<file path="config.mk">
export PLATFORM = sky130hd
export DESIGN_NAME = sram_mem_controller
export DESIGN_NICKNAME = d
export VERILOG_FILES = /design/src/rtl/sram_ctrl_pkg.sv /design/src/rtl/sram_wait_counter.sv /design/src/rtl/sram_mem_controller.sv
export SDC_FILE = /design/constraint.sdc
export NUM_CORES = 1
export LEC_CHECK = 0
export CORE_ASPECT_RATIO = 1.5
export CORE_UTILIZATION = 41
export CTS_CLUSTER_SIZE = 16
export DETAILED_ROUTE_END_ITERATION = 8
export PLACE_DENSITY = 0.74
export SLEW_MARGIN = 25
export SYNTH_ARGS = -nofsm -noshare
export SYNTH_HDL_FRONTEND = slang
export SYNTH_HIERARCHICAL = 1
export SYNTH_SLANG_ARGS = --single-unit
</file>
<file path="constraint.sdc">
create_clock -name clk -period 3.28 [get_ports clk]
set_input_delay 0.656 -clock clk [delete_from_list [all_inputs] [get_ports clk]]
set_output_delay 0.656 -clock clk [all_outputs]
set_load 0.005 [all_outputs]
</file>
<file path="src/rtl/sram_ctrl_pkg.sv">
// Shared types and constants for the 16-bit external SRAM controller.
package sram_ctrl_pkg;

    typedef enum logic [1:0] {
        ST_IDLE   = 2'd0,
        ST_FIRST  = 2'd1,
        ST_SECOND = 2'd2,
        ST_DONE   = 2'd3
    } sram_state_e;

    localparam int unsigned DEF_BASE_ADDR = 1024;
    localparam int unsigned HALF_W        = 16;

endpackage

</file>
<file path="src/rtl/sram_wait_counter.sv">
// Loadable down-counter that times one half-word phase on the SRAM pins.
module sram_wait_counter #(
    parameter int unsigned WIDTH = 2
) (
    input  logic             clk,
    input  logic             rst,
    input  logic             load_i,
    input  logic [WIDTH-1:0] load_val_i,
    input  logic             en_i,
    output logic             last_o
);

    logic [WIDTH-1:0] cnt_q;
    logic [WIDTH-1:0] cnt_d;

    always_comb begin
        cnt_d = cnt_q;
        if (load_i) begin
            cnt_d = load_val_i;
        end else if (en_i && (cnt_q != '0)) begin
            cnt_d = cnt_q - 1'b1;
        end
    end

    always_ff @(posedge clk or posedge rst) begin
        if (rst) begin
            cnt_q <= '0;
        end else begin
            cnt_q <= cnt_d;
        end
    end

    assign last_o = (cnt_q == WIDTH'(1));

endmodule

</file>
<file path="src/rtl/sram_mem_controller.sv">
// Splits each 32-bit MEM-stage load/store into two half-word SRAM accesses,
// holding the pipeline off through 'ready' until the word is complete.
module sram_mem_controller
    import sram_ctrl_pkg::*;
#(
    parameter int unsigned BASE_ADDR   = DEF_BASE_ADDR,
    parameter int unsigned SRAM_AW     = 17,
    parameter int unsigned WAIT_CYCLES = 2
) (
    input  logic               clk,
    input  logic               rst,
    input  logic               MemRead,
    input  logic               MemWrite,
    input  logic [31:0]        in_address,
    input  logic [31:0]        WriteData,
    output logic [31:0]        ReadData,
    output logic               ready,
    output logic [SRAM_AW-1:0] sram_addr,
    output logic [HALF_W-1:0]  sram_wdata,
    input  logic [HALF_W-1:0]  sram_rdata,
    output logic               sram_we_n
);

    localparam int unsigned CW = $clog2(WAIT_CYCLES + 1);
    localparam int unsigned WW = SRAM_AW - 1;

    sram_state_e        state_q;
    logic [WW-1:0]      word_q;
    logic [HALF_W-1:0]  lo_q;
    logic               wr_q;
    logic [31:0]        rdata_q;
    logic [SRAM_AW-1:0] addr_q;
    logic [HALF_W-1:0]  wdata_q;
    logic               we_n_q;

    logic          req;
    logic [WW-1:0] word;
    logic          last;
    logic          cnt_load;
    logic          cnt_en;

    assign req  = MemRead | MemWrite;
    // Word index wraps modulo the SRAM depth; the two byte-offset bits are dropped.
    assign word = WW'((in_address - 32'(BASE_ADDR)) >> 2);

    assign cnt_load = ((state_q == ST_IDLE) && req) || ((state_q == ST_FIRST) && last);
    assign cnt_en   = (state_q == ST_FIRST) || (state_q == ST_SECOND);

    sram_wait_counter #(
        .WIDTH (CW)
    ) u_wait_counter (
        .clk        (clk),
        .rst        (rst),
        .load_i     (cnt_load),
        .load_val_i (CW'(WAIT_CYCLES)),
        .en_i       (cnt_en),
        .last_o     (last)
    );

    always_ff @(posedge clk or posedge rst) begin
        if (rst) begin
            state_q <= ST_IDLE;
            word_q  <= '0;
            lo_q    <= '0;
            wr_q    <= 1'b0;
            rdata_q <= '0;
            addr_q  <= '0;
            wdata_q <= '0;
            we_n_q  <= 1'b1;
        end else begin
            case (state_q)
                ST_IDLE: begin
                    if (req) begin
                        state_q <= ST_FIRST;
                        word_q  <= word;
                        lo_q    <= WriteData[15:0];
                        wr_q    <= MemWrite;
                        addr_q  <= {word, 1'b0};
                        wdata_q <= WriteData[31:16];
                        we_n_q  <= ~MemWrite;
                    end
                end
                ST_FIRST: begin
                    if (last) begin
                        if (!wr_q) begin
                            rdata_q[31:16] <= sram_rdata;
                        end
                        state_q <= ST_SECOND;
                        addr_q  <= {word_q, 1'b1};
                        wdata_q <= lo_q;
                        we_n_q  <= ~wr_q;
                    end
                end
                ST_SECOND: begin
                    if (last) begin
                        if (!wr_q) begin
                            rdata_q[15:0] <= sram_rdata;
                        end
                        state_q <= ST_DONE;
                        we_n_q  <= 1'b1;
                    end
                end
                // A request still held here belongs to the access just finished.
                ST_DONE: begin
                    state_q <= ST_IDLE;
                end
                default: begin
                    state_q <= ST_IDLE;
                    we_n_q  <= 1'b1;
                end
            endcase
        end
    end

    assign ready      = ((state_q == ST_IDLE) && !req) || (state_q == ST_DONE);
    assign ReadData   = rdata_q;
    assign sram_addr  = addr_q;
    assign sram_wdata = wdata_q;
    assign sram_we_n  = we_n_q;

endmodule

</file>
==> flow_summary.toml, run 1 <==
[clocking]
cts.clk_slew.worst_paths_ps = 60
cts-hold-fix-buffers = 0
cts_max_level = 3
cts_root_buffer = "clkbuf_16"
cts_tree = "built"
clock-sinks = 103
max-clock-path-buffers = 2
numCtsBuffers = 9
clk_latency_ps = 340
post_cts_buffers = 0
cts-resized-gates = 0

[global_routing]
grt_pass1_wl_um = 16400
grt_max_degree = 40
grt_pass1_vias = 3328
gr-usage-all-layers = 0.193
grt_overflow = 0
antenna_found_initial = 0

[synth]
synth.avg_cell_area_sq_um = 12.3
ys_ff_latch = 103
async_reset_ff_frac = 1.00
yosysWarnings = 6
ys_seq_area_frac = 0.582
synth.distinct_cells = 39
synth_ff_type = "dfrtp_1"
netlist_area_sq_um = 4430
syn_inst = 359
synth-edff-count = 0
syn_nets = 451

[placement]
io_buffers = 134
gp_congestion = 0.742
placed_cell_area_sq_um = 5960
dp_hpwl_um = 7330

[die]
design.die.area_sq_um = 11200
ios = 151
start_util = 0.420
fp.dieW_um = 86.9
core.rowCount = 46
core_sq_um = 10500
die_height_um = 129

[pwr]
seqPwrFrac = 0.369
switchingPower_mw = 1.96
leakage_nw = 2.65
max-vdd-ir-drop_v = 0.000404
pwr-share-comb = 0.454
pwr_density_cell_nw_per_um2 = 975
p_int_mw = 4.15
p_total_mw = 6.11
p_sw_frac = 0.320
p_clk_frac = 0.177

[timing]
finalHoldViolCount = 0
maxSlewViolCount = 0
finalSetupViolations = 0
max_freq_ghz = 0.346
rsz0062_at_grt = "false"
tightest_slew_ps = 738
period_minus_slack_ps = 2890
fin_tns_setup_ps = 0
fin_crit_sh = 0.880
clock_skew_ps = 7.35
slew_headroom = 0.506

[setup_path]
path_cells = "inv_1 > ha_1 > or3b_1 > nand2b_1 > clkdlybuf4s50_1"
slowest_stage = "clkdlybuf4s50_1"
reg2reg_from = "state_q[0]"
path_class = "reg2out"
end_kind = "output pin"
critPathMaxStageDelay_ps = 510
reg2reg_setup_slack_ps = 930
cp.arrival_ps = 2230
path_delay_family = "buffers and inverters"
crit_buf_inv = 2
required_ps = 2620
reg2regPathDepth = 8
rr_endpoint = "sram_addr[15]"
cp_max_fo = 5
cp-start-kind = "register"

[layout]
layout.nets = 586
fill_cells = 894
utilization = 0.595
syn_to_final_growth_pct = 41.5
drive_gt1_frac = 0.178
final_area_sq_um = 6270
antennaDiodeCount = 0

[detailed_routing]
detail-route-antenna-nets = 0
wl_um = 10000
firstDrtPassIters = 5
vias = 3142
drtIter0Drc = 103
viasPerCell = 4.89
wire_per_inst_um = 15.6
drc = 0

[min_path]
hp-class = "reg2reg"
hold_end = "sram_addr[11]"
whs_path_depth = 2
hp-start = "sram_addr[11]"

[job]
max-cap-violations = 0

[run_status]
status = "complete, no violations"
-- layout make-up --
type | instances | area (sq um) | share of cell area
clock buffer | 12 | 246 | 0.0393
inverter | 9 | 37.5 | 0.00599
timing repair buffer | 142 | 1430 | 0.228
sequential | 103 | 2580 | 0.412
multi-input combinational | 229 | 1740 | 0.278
clock inverter | 4 | 55.1 | 0.00879
tap | 144 | 180 | 0.0288
-- cell families (layout without fill, tap and decap cells) --
kind of cell	Yosys count	count (layout)	synth area share
XOR/XNOR	6	6	0.0119
adder cells (fa/ha/maj)	8	8	0.0226
buffers and inverters	27	167	0.0294
flip-flops	103	103	0.582
multiplexers	84	84	0.207
AND/OR/NAND/NOR	75	75	0.0757
AO/OA/AOI/OAI	54	54	0.0695
other	2	2	0.00170
-- how the worst max path moves through the flow --
stage	endpoint	startpoint	cells past startpoint	slack, ps
final	ready	state_q[0]	5	390
after global routing	ready	state_q[0]	5	270
after CTS	ready	state_q[0]	5	360
after detailed placement	ready	MemWrite	4	460
after global placement	ready	MemWrite	4	450
after floorplan	u_wait_counter/cnt_q[1]	MemWrite	5	1340
-- power by group through the flow --
stage / Clock, mW / Sequential (mW) / Combinational (mW)
2_1_floorplan: 0 / 2.26 / 1.52
3_3_place_gp: 0 / 2.24 / 2.71
3_5_place_dp: 0 / 2.28 / 2.82
4_1_cts: 1.10 / 2.26 / 2.83
5_1_grt: 1.16 / 2.33 / 3.07
6_report: 1.08 / 2.26 / 2.77
-- stage by stage --
stage	hold slack, ps	cells	worst slack (ps)
after floorplan	397	359	1340
after global routing	515	643	273
after global placement	462	627	449
after detailed placement	470	627	455
after CTS	485	643	360
final	482	643	393
-- registers in the layout, indices dropped and copies added, names as in the netlist --
name	flops
sram_we_n	1
state_q	2
sram_addr	17
ReadData	32
sram_wdata	16
word_q	16
u_wait_counter/cnt_q	2
wr_q	1
lo_q	16
-- synth_stat cells (2+ instances only) --
cell type	number	share of area
a21oi_1	4	0.0045
nor2_1	9	0.0076
xor2_1	3	0.0059
inv_1	9	0.0076
o211ai_1	3	0.0051
nand2_1	48	0.041
dfrtp_1	102	0.58
ha_1	8	0.023
a221o_1	2	0.0045
mux2i_1	24	0.054
clkbuf_2	2	0.0023
nor3_1	2	0.0023
o21ai_0	39	0.044
buf_1	3	0.0025
nand3_1	3	0.0034
nand2b_1	3	0.0042
buf_4	3	0.0051
mux2_2	60	0.15
nor4b_1	2	0.0040
clkbuf_1	3	0.0025
buf_2	6	0.0068
xnor2_1	3	0.0059
conb_1	2	0.0017
-- worst reg2reg max path, stage by stage, from the launching register on --
cell and delay, ps:
dfrtp_1 400, inv_1 130, ha_1 360, or3b_1 410, buf_4 180, o211ai_4 300, buf_4 330, nand2_1 70
o211ai_1 90
-- placed cells by master, fill, tap and decap left out, drive strengths merged, types with 9 or more instances in the layout --
| cell type | count |
|---|---|
| clkdlybuf4s50 | 134 |
| dfrtp | 102 |
| mux2 | 60 |
| nand2 | 48 |
| o21ai | 40 |
| mux2i | 24 |
| clkbuf | 12 |
| nor2 | 9 |
-- per-layer routing --
| layer | global-route usage | vias to the layer above | wire (um) |
|---|---|---|---|
| met4 | 0.0843 | 0 | 216 |
| met2 | 0.346 | 91 | 5470 |
| met5 | 0 | - | 0 |
| met1 | 0.219 | 1528 | 3910 |
| li1 | - | 1508 | - |
| met3 | 0.0401 | 15 | 434 |
No activity file was read; power rests on OpenSTA's default activity.
==> inputs of run 2 (changes only) <==
--- a/config.mk
+++ b/config.mk
@@ -9,7 +9,7 @@
 export CORE_UTILIZATION = 41
 export CTS_CLUSTER_SIZE = 16
 export DETAILED_ROUTE_END_ITERATION = 8
-export PLACE_DENSITY = 0.74
+export PLACE_DENSITY_LB_ADDON = 0.3
 export SLEW_MARGIN = 25
 export SYNTH_ARGS = -nofsm -noshare
 export SYNTH_HDL_FRONTEND = slang
==> run 2 against run 1 <==
Sequential power about the same. Combinational power is essentially flat. Register-to-register slack gained 160 ps. Sequential cell count unchanged. Cell count decreased by 0.16%. Power up 0.23%. Largest power group unchanged.
==> flow_summary.toml, run 2 (synthesized netlist as in run 1, its figures left out) <==
[clocking]
clk_latency_ps = 340
cts-hold-fix-buffers = 0
post_cts_buffers = 0
cts_max_level = 3
cts_root_buffer = "clkbuf_16"
clock-sinks = 103
cts.clk_slew.worst_paths_ps = 60
max-clock-path-buffers = 2
cts_tree = "built"
cts-resized-gates = 0
numCtsBuffers = 9

[layout]
layout_commonest_cell = "clkdlybuf4s50_1"
drive_gt1_frac = 0.181
fill_cells = 897
syn_to_final_growth_pct = 41.7
final_area_sq_um = 6270
layout.nets = 585
largest_reg_flops = 32
layout_common_cells = "clkdlybuf4s50_1 (134), dfrtp_1 (102), mux2_2 (60), nand2_1 (48), o21ai_0 (39)"
antennaDiodeCount = 0

[job]
max-cap-violations = 0

[detailed_routing]
wl_um = 9770
wire_per_inst_um = 15.2
firstDrtPassIters = 4
vias = 3121
detail-route-antenna-nets = 0
viasPerCell = 4.86
drtIter0Drc = 92
drc = 0

[placement]
placed_cell_area_sq_um = 5960
gp_congestion = 0.757
dp_hpwl_um = 6940
io_buffers = 134

[pwr]
pwr_density_cell_nw_per_um2 = 976
max-vdd-ir-drop_v = 0.000523
leakage_nw = 2.66
p_total_mw = 6.12

[timing]
max_freq_ghz = 0.347
finalSetupViolations = 0
tightest_slew_ps = 745
rsz0062_at_grt = "false"
fin_tns_setup_ps = 0
finalHoldViolCount = 0
slew_headroom = 0.502
holdWs_ps = 480
period_minus_slack_ps = 2880
fin_crit_sh = 0.877
maxSlewViolCount = 0
clock_skew_ps = 8.59

[setup_path]
cp-start-kind = "register"
required_ps = 2620
cp.arrival_ps = 2220
end_kind = "output pin"
cp_max_fo = 5
path_class = "reg2out"

[min_path]
hp-class = "reg2reg"

[global_routing]
grtUsageMet2 = 0.324
gr-usage-met1 = 0.220
top_usage_layer = "met2"
grt_pass1_vias = 3285
antenna_found_initial = 0
grt_overflow = 0
gr-usage-all-layers = 0.184
grt_pass1_wl_um = 15900
grt_max_degree = 58
grtUsageMet3 = 0.0433

[die]
start_util = 0.420
fp.dieW_um = 86.9
core.rowCount = 46
design.die.area_sq_um = 11200
die_height_um = 129
core_sq_um = 10500
ios = 151

[run_status]
status = "complete, no violations"
==> run 2: metal layers <==
metal | routed length (um) | share of wire | up-vias
met5 | 0 | 0 | -
met4 | 127 | 0.013 | 0
met3 | 466 | 0.048 | 8
met2 | 5150 | 0.53 | 86
met1 | 4030 | 0.41 | 1523
li1 | - | - | 1504
==> run 2: path summary, 6_finish.rpt <==
kind,from,end,slack (ps),cells past startpoint
max in group asynchronous,rst,ReadData[25],1950,3
min in group asynchronous,rst,u_wait_counter/cnt_q[1],560,2
worst max-delay path,state_q[0],ready,400,5
worst min register to register,word_q[13],word_q[13],480,2
worst min-delay path,word_q[13],word_q[13],480,2
worst max register to register,state_q[0],state_q[1],1090,6
==> run 2: area by class of cell <==
type	instances	area, sq um	area share
Clock inverter	4	51.3	0.00818
Timing Repair Buffer	141	1420	0.226
Clock buffer	12	267	0.0425
Inverter	9	37.5	0.00598
Multi-Input combinational cell	229	1740	0.278
Sequential cell	103	2580	0.411
Tap cell	144	180	0.0287
==> run 2: worst max-delay path: stages, from the launching register on <==
cell	delay (ps)
dfrtp_1	410
inv_1	140
ha_1	340
or3b_1	400
nand2b_1	90
clkdlybuf4s50_1	520
==> run 2: where the power goes <==
part	switching, mW	internal (mW)
logic	1.16	1.61
registers	0.320	1.93
clock network	0.448	0.655
==> run 2: per-stage QoR <==
step                setup WS [ps]  utilization  cells
finish                        402        0.596    642
global route                  265        0.596    642
CTS                           365        0.596    642
detailed placement            438        0.566    626
global placement              435        0.566    626
floorplan                    1340            -    359
==> inputs of run 3 (changes only) <==
--- a/config.mk
+++ b/config.mk
@@ -6,9 +6,10 @@
 export NUM_CORES = 1
 export LEC_CHECK = 0
 export CORE_ASPECT_RATIO = 1.5
-export CORE_UTILIZATION = 41
-export CTS_CLUSTER_SIZE = 16
+export CORE_UTILIZATION = 49
+export CTS_CLUSTER_SIZE = 28
 export DETAILED_ROUTE_END_ITERATION = 8
+export MAX_ROUTING_LAYER = met4
 export PLACE_DENSITY_LB_ADDON = 0.3
 export SLEW_MARGIN = 25
 export SYNTH_ARGS = -nofsm -noshare
==> constraint.sdc (replaced) <==
create_clock -name clk -period 3.65 [get_ports clk]
set_input_delay 0.73 -clock clk [delete_from_list [all_inputs] [get_ports clk]]
set_output_delay 0.73 -clock clk [all_outputs]
set_load 0.005 [all_outputs]
==> run 3 against run 2 <==
The flow now finishes with violations (DRC). Clock power down 16%. Final area down 1.2%. Sequential cell count unchanged. Largest cell class unchanged. Worst setup slack better by 220 ps. Die area down 16%. Cell count down 5.5%. Global-route usage up 3.8 points. Worst hold slack worse by 0.95 ps. Highest routed layer unchanged. Clock-buffer cell count up 2. Wire length down 2.1%. Sequential share of layout area up 0.48 points.
==> flow_summary.toml, run 3 (synthesized netlist as in run 1, its figures left out) <==
[timing]
holdWs_ps = 479
fin_ws_ps = 625
fin_crit_sh = 0.829
fin_tns_setup_ps = 0
finalSetupViolations = 0
maxSlewViolCount = 0
max_freq_ghz = 0.331
period_minus_slack_ps = 3030
rsz0062_at_grt = "false"
tightest_slew_ps = 784
clock_skew_ps = 6.10
slew_headroom = 0.475
finalHoldViolCount = 0

[run_status]
violations = "DRC"
status = "finished with violations"

[die]
core.rowCount = 42
die_height_um = 118
design.die.area_sq_um = 9430
ios = 151
start_util = 0.505
fp.dieW_um = 79.6
core_sq_um = 8780

[setup_path]
required_ps = 2920
cp_max_fo = 4
cp-start-kind = "input port"
crit_start = "MemWrite"
slowest_stage = "clkdlybuf4s50_1"
critPathMaxStageDelay_ps = 510
cp.arrival_ps = 2300
end_kind = "output pin"
path_class = "in2out"
reg2reg_from = "state_q[1]"
path_cells = "clkdlybuf4s50_1 > or3b_1 > nand2b_1 > clkdlybuf4s50_1"
reg2reg_setup_slack_ps = 1150
crit_top_cell = "clkdlybuf4s50_1"

[placement]
dp_slack_ps = 622
placed_cell_area_sq_um = 5910
io_buffers = 134
dp_hpwl_um = 7010
place_inst = 591
gp_congestion = 0.797

[detailed_routing]
wire_per_inst_um = 15.8
firstDrtPassIters = 9
wl_um = 9570
detail-route-antenna-nets = 0
viasPerCell = 5.24
routed.top_layer = "met4"
vias = 3180
drc = 2
wl_met2_um = 4950
drt-met1-wl_um = 3860
drtIter0Drc = 113
dr_wl_met3_um = 431

[global_routing]
antenna_found_initial = 0
grt_overflow = 0
grt_pass1_vias = 3359
gr-usage-all-layers = 0.222
grt_pass1_wl_um = 15600
grt_max_degree = 60

[clocking]
cts_max_level = 3
cts_root_buffer = "clkbuf_16"
cts.clk_slew.worst_paths_ps = 60
max-clock-path-buffers = 2
clk_latency_ps = 340
numCtsBuffers = 9
clock-sinks = 103
cts_tree = "built"
cts-hold-fix-buffers = 0
cts-resized-gates = 0
post_cts_buffers = 0

[layout]
drive_gt1_frac = 0.177
final_area_sq_um = 6200
layout_commonest_cell = "clkdlybuf4s50_1"
antennaDiodeCount = 0
layout.nets = 584
largest_reg_flops = 32
utilization = 0.707
layout_common_cells = "clkdlybuf4s50_1 (134), dfrtp_1 (102), mux2_2 (60), nand2_1 (48), o21ai_0 (39)"
syn_to_final_growth_pct = 40.1
layoutNonFillerInstCount = 607

[pwr]
p_total_mw = 5.43
max-vdd-ir-drop_v = 0.000518
leakage_nw = 2.65
pwr_density_cell_nw_per_um2 = 875

[min_path]
hp-start = "sram_addr[4]"
hp-class = "reg2reg"

[job]
max-cap-violations = 0
## run 3: final cells by class
cell class                 instances  area, sq um
sequential                       103         2580
fill                             624         2570
multi-input combinational        229         1740
timing repair buffer             140         1410
clock buffer                      14          284
tap                              110          138
inverter                           9         36.3
clock inverter                     2         12.5
## run 3: per-layer routing
metal	track usage	vias up
li1	-	1497
met1	0.248	1542
met2	0.376	119
met3	0.0425	22
met4	0.101	0
met5	-	-
## run 3: worst max-delay path, delay by kind of cell
kind                   cells  cell delay, ps
buffers and inverters      2            1010
and+or+nand+nor            2             560
## run 3: path summary, 6_finish.rpt
kind	endpoint	depth (start not counted)
setup / recovery	ready	4
hold / removal	sram_addr[4]	2
setup reg to reg	sram_addr[3]	7
hold reg to reg	sram_addr[4]	2
max in group asynchronous	sram_wdata[9]	3
min in group asynchronous	u_wait_counter/cnt_q[1]	2
## run 3: power breakdown
| part | internal [mW] | leakage (nW) | switching [mW] |
|---|---|---|---|
| clock network | 0.536 | 0.145 | 0.389 |
| registers | 1.74 | 1.24 | 0.301 |
| logic | 1.44 | 1.27 | 1.03 |
| total | 3.71 | 2.65 | 1.72 |
